`config.mk`:
```
export PLATFORM = sky130hd
export DESIGN_NAME = core_read_arbiter
export DESIGN_NICKNAME = d
export VERILOG_FILES = /design/src/rtl/core_read_arbiter.sv
export SDC_FILE = /design/constraint.sdc
export NUM_CORES = 1
export LEC_CHECK = 0
export CAP_MARGIN = 10
export CORE_ASPECT_RATIO = 1.75
export CORE_UTILIZATION = 34
export DETAILED_ROUTE_END_ITERATION = 10
export GPL_TIMING_DRIVEN = 0
export PLACE_DENSITY = 0.95
export SLEW_MARGIN = 20
export SYNTH_ARGS = -nofsm -noshare
export SYNTH_HDL_FRONTEND = slang
export SYNTH_SLANG_ARGS = --single-unit
```
`constraint.sdc`:
```
create_clock -name clk -period 2.55 [get_ports clk]
set_clock_uncertainty 0.2 [all_clocks]
set_input_delay 0.51 -clock clk [delete_from_list [all_inputs] [get_ports clk]]
set_output_delay 0.51 -clock clk [all_outputs]
set_load 0.05 [all_outputs]
```
`src/rtl/core_read_arbiter.sv`:
```
// Two-master AXI-lite read arbiter: instruction fetch and LSU share one AR/R port.
// One transaction in flight; round-robin on contention; address registered before issue.
module core_read_arbiter #(
  parameter int unsigned ADDR_WIDTH = 32,
  parameter int unsigned DATA_WIDTH = 32
) (
  input  logic                  clk,
  input  logic                  rst,

  input  logic [ADDR_WIDTH-1:0] instr_ARADDR,
  input  logic                  instr_ARVALID,
  output logic                  instr_ARREADY,
  output logic [DATA_WIDTH-1:0] instr_RDATA,
  output logic                  instr_RVALID,
  input  logic                  instr_RREADY,

  input  logic [ADDR_WIDTH-1:0] data_ARADDR,
  input  logic                  data_ARVALID,
  output logic                  data_ARREADY,
  output logic [DATA_WIDTH-1:0] data_RDATA,
  output logic                  data_RVALID,
  input  logic                  data_RREADY,

  output logic [ADDR_WIDTH-1:0] mem_ARADDR,
  output logic                  mem_ARVALID,
  input  logic                  mem_ARREADY,
  input  logic [DATA_WIDTH-1:0] mem_RDATA,
  input  logic                  mem_RVALID,
  output logic                  mem_RREADY
);

  typedef enum logic [1:0] {
    IDLE = 2'd0,
    ADDR = 2'd1,
    DATA = 2'd2
  } state_t;

  state_t                state_q;
  logic [ADDR_WIDTH-1:0] addr_q;
  logic                  grant_q;   // 0 = instr, 1 = data
  logic                  last_q;    // master served by the most recent grant
  logic                  arvalid_q;

  logic in_idle_c;
  logic in_data_c;
  logic pick_data_c;
  logic ar_hs_c;
  logic r_hs_c;

  assign in_idle_c = (state_q == IDLE);
  assign in_data_c = (state_q == DATA);

  // On a tie the master that was not served last wins.
  assign pick_data_c = data_ARVALID && (!instr_ARVALID || !last_q);

  assign instr_ARREADY = !rst && in_idle_c && instr_ARVALID && !pick_data_c;
  assign data_ARREADY  = !rst && in_idle_c && pick_data_c;
  assign ar_hs_c       = instr_ARREADY || data_ARREADY;

  assign mem_ARADDR  = addr_q;
  assign mem_ARVALID = arvalid_q;

  // Response path is routed to the granted master only while a read is in its data phase.
  assign mem_RREADY   = in_data_c && (grant_q ? data_RREADY : instr_RREADY);
  assign instr_RVALID = in_data_c && !grant_q && mem_RVALID;
  assign data_RVALID  = in_data_c && grant_q && mem_RVALID;
  assign instr_RDATA  = in_data_c ? mem_RDATA : '0;
  assign data_RDATA   = in_data_c ? mem_RDATA : '0;
  assign r_hs_c       = mem_RVALID && mem_RREADY;

  always_ff @(posedge clk or posedge rst) begin
    if (rst) begin
      state_q   <= IDLE;
      addr_q    <= '0;
      grant_q   <= 1'b0;
      last_q    <= 1'b0;
      arvalid_q <= 1'b0;
    end else begin
      case (state_q)
        IDLE: begin
          if (ar_hs_c) begin
            addr_q    <= pick_data_c ? data_ARADDR : instr_ARADDR;
            grant_q   <= pick_data_c;
            last_q    <= pick_data_c;
            arvalid_q <= 1'b1;
            state_q   <= ADDR;
          end
        end
        ADDR: begin
          if (mem_ARREADY) begin
            arvalid_q <= 1'b0;
            state_q   <= DATA;
          end
        end
        DATA: begin
          if (r_hs_c) begin
            state_q <= IDLE;
          end
        end
        default: begin
          arvalid_q <= 1'b0;
          state_q   <= IDLE;
        end
      endcase
    end
  end

endmodule

```
==> impl_metrics.csv, run 1 <==
group,metric,value,unit
status,status,"finished clean",
logic_synthesis,synth_cells,209,
logic_synthesis,synth_seq_area_share,0.385,
logic_synthesis,netlist_area,2340,um^2
cts,clockBufferDepth,2,
hold_path,hold_class,"flip-flop to flip-flop",
critical_path,worstSetupPathType,"input port to output pin",
cts,cts.htree.levels,2,
timing,period_share,0.982,
layout,postLayoutCoreUtil,0.673,
floorplan,rows,39,
pwr,power_leakage,1.98,nW
logic_synthesis,synthDistinctLibCells,27,
grt,grt_max_degree,37,
routing,post_drt_via_cell_ratio,5.17,
cts,cts.sinks,36,
routing,dr.pass1.iters,4,
floorplan,fp.coreArea,6590,um^2
pwr,p_per_area,1240,nW/um^2
placed_design,dpl_worst_slack,-0.905,ns
grt,grt_pass1_wl,14400,um
timing,setup_tns,0,ns
timing,slew_headroom,0.470,
layout,n_fill_cell,517,
cts,holdBufCountCts,0,
logic_synthesis,yosysWarnings,0,
placed_design,io_buffers,205,
cts,cts_tree,"built",
layout,fin_area,4430,um^2
cts,clk_pin_slew_worst_paths,0.05,ns
logic_synthesis,synth_fp_nets,313,
routing,drc,0,
timing,fin_ws,0.0457,ns
routing,avgRoutedWirePerCell,18.6,um
routing,via_count,2599,
grt,grt_overflow_total,0,
layout,drive_gt1_frac,0.354,
job,max-cap-violations,0,
timing,min_period,2.50,ns
grt,grt_pass1_vias,2726,
cts,cts_made_buffers,5,
timing,worst_pin_slew,0.794,ns
floorplan,dieArea,7230,um^2
placed_design,gp_congestion,0.763,
placed_design,dpl.hpwl,7430,um
timing,finalSetupViolCount,0,
critical_path,end_kind,"output pin",
layout,diodes,0,
timing,finalHoldWorstSlack,0.285,ns
timing,slew_viol_final,0,
placed_design,dpl-instance-area,4500,um^2
grt,met2_usage,0.496,
routing,drt_wl_total,9380,um
layout,fin_cells,503,
cts,root_buffer,"clkbuf_16",
placed_design,post-place-cells,496,
floorplan,io_pins,206,
critical_path,crit_path_max_fanout,15,
critical_path,startpoint_type,"input port",
layout,area_growth,89.5,%
critical_path,crit_required,1.84,ns
grt,antenna_found_initial,1,
pwr,p_total,5.48,mW
logic_synthesis,ys_seq_elements,36,
timing,finalHoldViolCount,0,
pwr,vdd_drop_max,0.696,mV
cts,clkLatencyLatePin,0.28,ns
floorplan,start_util,0.355,
grt,gr-usage-met1,0.250,
logic_synthesis,synth_area_per_cell,11.2,um^2
grt,grt_util_met3,0.112,
timing,max_freq,0.399,GHz
routing,final_antenna_net_count,0,
critical_path,arrival,1.79,ns
floorplan,die_w,64.7,um
floorplan,dieHeight,112,um
grt,grt_most_used_layer,"met2",
layout,final_nets,524,
timing,rsz0062_at_grt,"true",
grt,grt_util_all_layers,0.266,
routing,drt-initial-drc-count,106,
## cells in the mapped netlist (all sizes together)
cell	number	share of area
buf	41	0.13
dfrtp	36	0.39
a2bb2oi	32	0.19
and2	32	0.086
o32ai	32	0.12
clkbuf	12	0.019
inv	3	0.0048
o21ai	3	0.0064
a21o	2	0.0064
nor2	2	0.0032
nor2b	2	0.0053
nor3	2	0.0091
a21bo	1	0.0043
a21oi	1	0.0021
a31oi	1	0.0027
and3	1	0.0027
mux2i	1	0.0043
nand2	1	0.0016
nand2b	1	0.0027
nor3b	1	0.0032
nor4	1	0.0027
o21a	1	0.0032
## what timing repair did
item,4_1_cts,5_1_grt
setup buffers,1,0
pin swaps,1,0
hold endpoints to repair,0,0
resized for setup,264,61
setup endpoints to repair,69,53
## kinds of logic after synthesis
logic type	share of synthesized area
flip-flops	0.385
AND/OR/NAND/NOR	0.116
buffers and inverters	0.155
AO/OA/AOI/OAI	0.340
multiplexers	0.00428
## sequential cells by signal (all words and copies together), names as in the netlist
signal,cells
state_q,2
last_q,1
mem_ARVALID,1
mem_ARADDR,32
## cell type report
type / instances / area, um^2 / area share
Timing Repair Buffer: 206 / 1790 / 0.405
Multi-Input combinational cell: 117 / 1090 / 0.247
Sequential cell: 36 / 902 / 0.204
Buffer: 51 / 363 / 0.0819
Clock buffer: 6 / 129 / 0.0291
Tap cell: 82 / 103 / 0.0232
Clock inverter: 2 / 35.0 / 0.00791
Inverter: 3 / 11.3 / 0.00254
## metal layers
| layer | wire length [um] | vias to the layer above | part of all wire |
|---|---|---|---|
| li1 | - | 1182 | - |
| met1 | 2970 | 1237 | 0.32 |
| met2 | 5140 | 159 | 0.55 |
| met3 | 1030 | 21 | 0.11 |
| met4 | 237 | 0 | 0.025 |
| met5 | 0 | - | 0 |
## path summary, 6_finish.rpt
kind,slack [ns],from,cells after the start,endpoint
max,0.05,instr_ARVALID,4,instr_ARREADY
min,0.28,mem_ARVALID,1,mem_ARVALID
max reg2reg,0.62,state_q[0],4,mem_ARADDR[17]
min reg2reg,0.28,mem_ARVALID,1,mem_ARVALID
max in group asynchronous,0.95,rst,2,state_q[1]
min in group asynchronous,0.65,rst,2,mem_ARADDR[19]
## cell usage in the layout, fill, tap and decap left out, types with 2 or more instances in the layout
cell type          n
dlygate4sd2_1      7
buf_2             54
clkbuf_2           3
buf_6              4
buf_4             36
clkbuf_4           3
clkbuf_1           7
o21ai_0            3
clkbuf_16          5
a2bb2oi_2         28
and2_1            32
clkdlybuf4s18_2    3
dfrtp_1           35
a2bb2oi_1          4
inv_1              2
a21o_1             2
clkdlybuf4s50_1  135
o32ai_1           32
clkdlybuf4s15_2    4
nor2_1             2
## worst max-delay path, cell delays in order
cell             delay, ns
clkdlybuf4s50_1       0.54
inv_1                 0.27
nor3b_2               0.28
buf_6                 0.18
## where the power goes
group | internal (mW) | total [mW] | switching (mW) | leakage (nW)
sequential | 0.840 | 1.08 | 0.235 | 0.392
clock | 0.460 | 0.699 | 0.239 | 0.0808
combinational | 1.38 | 3.71 | 2.32 | 1.51
total | 2.68 | 5.48 | 2.80 | 1.98
Power figures use the tool's default switching activity.
==> inputs of run 2 (changes only) <==
--- a/config.mk
+++ b/config.mk
@@ -6,11 +6,10 @@
 export NUM_CORES = 1
 export LEC_CHECK = 0
 export CAP_MARGIN = 10
-export CORE_ASPECT_RATIO = 1.75
-export CORE_UTILIZATION = 34
+export CORE_UTILIZATION = 29
 export DETAILED_ROUTE_END_ITERATION = 10
 export GPL_TIMING_DRIVEN = 0
-export PLACE_DENSITY = 0.95
+export PLACE_DENSITY = 0.89
 export SLEW_MARGIN = 20
 export SYNTH_ARGS = -nofsm -noshare
 export SYNTH_HDL_FRONTEND = slang
==> constraint.sdc (replaced) <==
create_clock -name clk -period 2.1 [get_ports clk]
set_clock_uncertainty 0.2 [all_clocks]
set_input_delay 0.42 -clock clk [delete_from_list [all_inputs] [get_ports clk]]
set_output_delay 0.42 -clock clk [all_outputs]
set_load 0.05 [all_outputs]
==> run 2 against run 1 <==
Effect of this change: total power rose by 29%; largest cell class unchanged; die area increased by 17%; wire length shrank 1.1%; largest power group unchanged; final cell count up 6.8%; the flow now finishes with violations (setup timing); first-iteration DRC count decreased by 57%; non-clock buffer count increased by 12; clock-buffer cell count fell by 1; register-to-register slack lost 0.47 ns.
==> impl_metrics.csv, run 2 (synthesis results as in run 1) <==
group,metric,value,unit
status,status,"finished, violations left",
status,violations,"setup timing",
critical_path,startpoint_type,"flip-flop",
critical_path,worstSetupPathType,"flip-flop to output pin",
pwr,p_per_area,1330,nW/um^2
pwr,p_total,7.05,mW
floorplan,die_w,91.8,um
pwr,vdd_drop_max,0.798,mV
floorplan,io_pins,206,
routing,dr.pass1.iters,6,
routing,avgRoutedWirePerCell,17.3,um
floorplan,rows,32,
placed_design,gp_congestion,0.700,
pwr,switchingPower,3.54,mW
critical_path,slowest_delay,0.42,ns
timing,rsz0062_at_grt,"true",
routing,post_drt_via_cell_ratio,4.80,
pwr,clkPwrFrac,0.070,
grt,grt_overflow_total,0,
grt,grt_util_all_layers,0.211,
job,max-cap-violations,0,
routing,route.met3.wl,641,um
hold_path,hold_class,"flip-flop to flip-flop",
timing,worst_pin_slew,0.744,ns
timing,min_period,2.22,ns
cts,root_buffer,"clkbuf_8",
placed_design,dpl.hpwl,6680,um
layout,final_nets,536,
cts,clk_pin_slew_worst_paths,0.08,ns
routing,wl_met1,3520,um
placed_design,dpl_worst_slack,-1.17,ns
timing,finalSetupViolCount,34,
pwr,netSwitchingFraction,0.502,
critical_path,arrival,1.60,ns
grt,grt_pass1_wl,13900,um
layout,mostFrequentLayoutCells,"100 x clkdlybuf4s50_1, 60 x buf_8, 40 x buf_6",
pwr,intPower,3.51,mW
routing,drt-initial-drc-count,46,
grt,antenna_found_initial,2,
cts,clockBufferDepth,2,
layout,largest_reg_flops,32,
floorplan,dieHeight,91.8,um
critical_path,end_kind,"output pin",
layout,area_growth,126,%
timing,finalHoldViolCount,0,
placed_design,io_buffers,205,
routing,drt_wl_total,9280,um
cts,cts_tree,"built",
layout,final_common_cell,"clkdlybuf4s50_1",
grt,grt_max_degree,37,
grt,grt_pass1_vias,2706,
timing,fin_ws,-0.119,ns
placed_design,post-place-cells,516,
timing,finalHoldWorstSlack,0.294,ns
routing,wl_met2,4850,um
cts,clkLatencyLatePin,0.29,ns
routing,final_antenna_net_count,0,
timing,period_share,1.06,
timing,setup_tns,-2.17,ns
routing,via_count,2579,
floorplan,fp.coreArea,7770,um^2
cts,cts_made_buffers,5,
critical_path,crit_path_top_delay_cell,"dfrtp_2",
pwr,seqPwrFrac,0.178,
critical_path,crit_required,1.48,ns
pwr,pwr-share-comb,0.752,
critical_path,crit_path_frequent_cell,"buf_8",
pwr,power_leakage,2.25,nW
layout,postLayoutCoreUtil,0.681,
cts,cts.htree.levels,2,
critical_path,cp_top_family,"buffers and inverters",
routing,drc,0,
timing,max_freq,0.451,GHz
placed_design,dpl-instance-area,4600,um^2
critical_path,crit_chain,"nor2b_4 > buf_12 > buf_8 > and2_2 > buf_4 > buf_8",
floorplan,dieArea,8430,um^2
layout,drive_gt1_frac,0.476,
layout,fin_area,5290,um^2
timing,slew_headroom,0.503,
critical_path,crit_path_max_fanout,8,
critical_path,cp.buffers_inverters,4,
cts,cts.sinks,36,
layout,fin_cells,537,
routing,top_layer,"met4",
timing,slew_viol_final,0,
floorplan,start_util,0.301,
==> run 2: timing repair <==
action,4_1_cts,5_1_grt
pin swaps,1,12
hold buffers,0,0
buffers inserted,6,6
endpoints found under the setup margin,99,72
cloned,0,1
gates resized for setup,582,75
==> run 2: power groups by stage <==
| stage | clock [mW] | combinational (mW) | sequential, mW |
|---|---|---|---|
| after floorplan | 0 | 2.16 | 2.31 |
| after global placement | 0 | 4.64 | 1.29 |
| after detailed placement | 0 | 4.70 | 1.30 |
| after CTS | 0.506 | 5.00 | 1.26 |
| after global routing | 0.537 | 5.50 | 1.30 |
| final | 0.492 | 5.30 | 1.26 |
==> run 2: path summary, 6_finish.rpt <==
| kind | start | to | slack [ns] | depth (start not counted) |
|---|---|---|---|---|
| max | state_q[1] | instr_RDATA[13] | -0.12 | 6 |
| min | mem_ARVALID | mem_ARVALID | 0.29 | 1 |
| max reg2reg | state_q[1] | mem_ARADDR[22] | 0.15 | 5 |
| min reg2reg | mem_ARVALID | mem_ARVALID | 0.29 | 1 |
| max in group asynchronous | rst | last_q | 0.88 | 2 |
| min in group asynchronous | rst | mem_ARVALID | 0.30 | 2 |
==> run 2: final cells by class <==
| cell class | instances | area [um^2] |
|---|---|---|
| plain buffers | 51 | 510 |
| clock inverters | 3 | 18.8 |
| inverters | 3 | 11.3 |
| flip-flops and latches | 36 | 905 |
| multi-input cells | 117 | 1200 |
| clock buffers | 5 | 68.8 |
| diodes | 2 | 5.00 |
| well taps | 102 | 128 |
| repair buffers | 218 | 2450 |
| fillers | 574 | 2480 |
==> run 2: layer usage <==
layer,up-vias,global-route usage
li1,1206,-
met1,1228,0.231
met2,128,0.387
met3,17,0.0539
met4,0,0.0833
met5,-,0
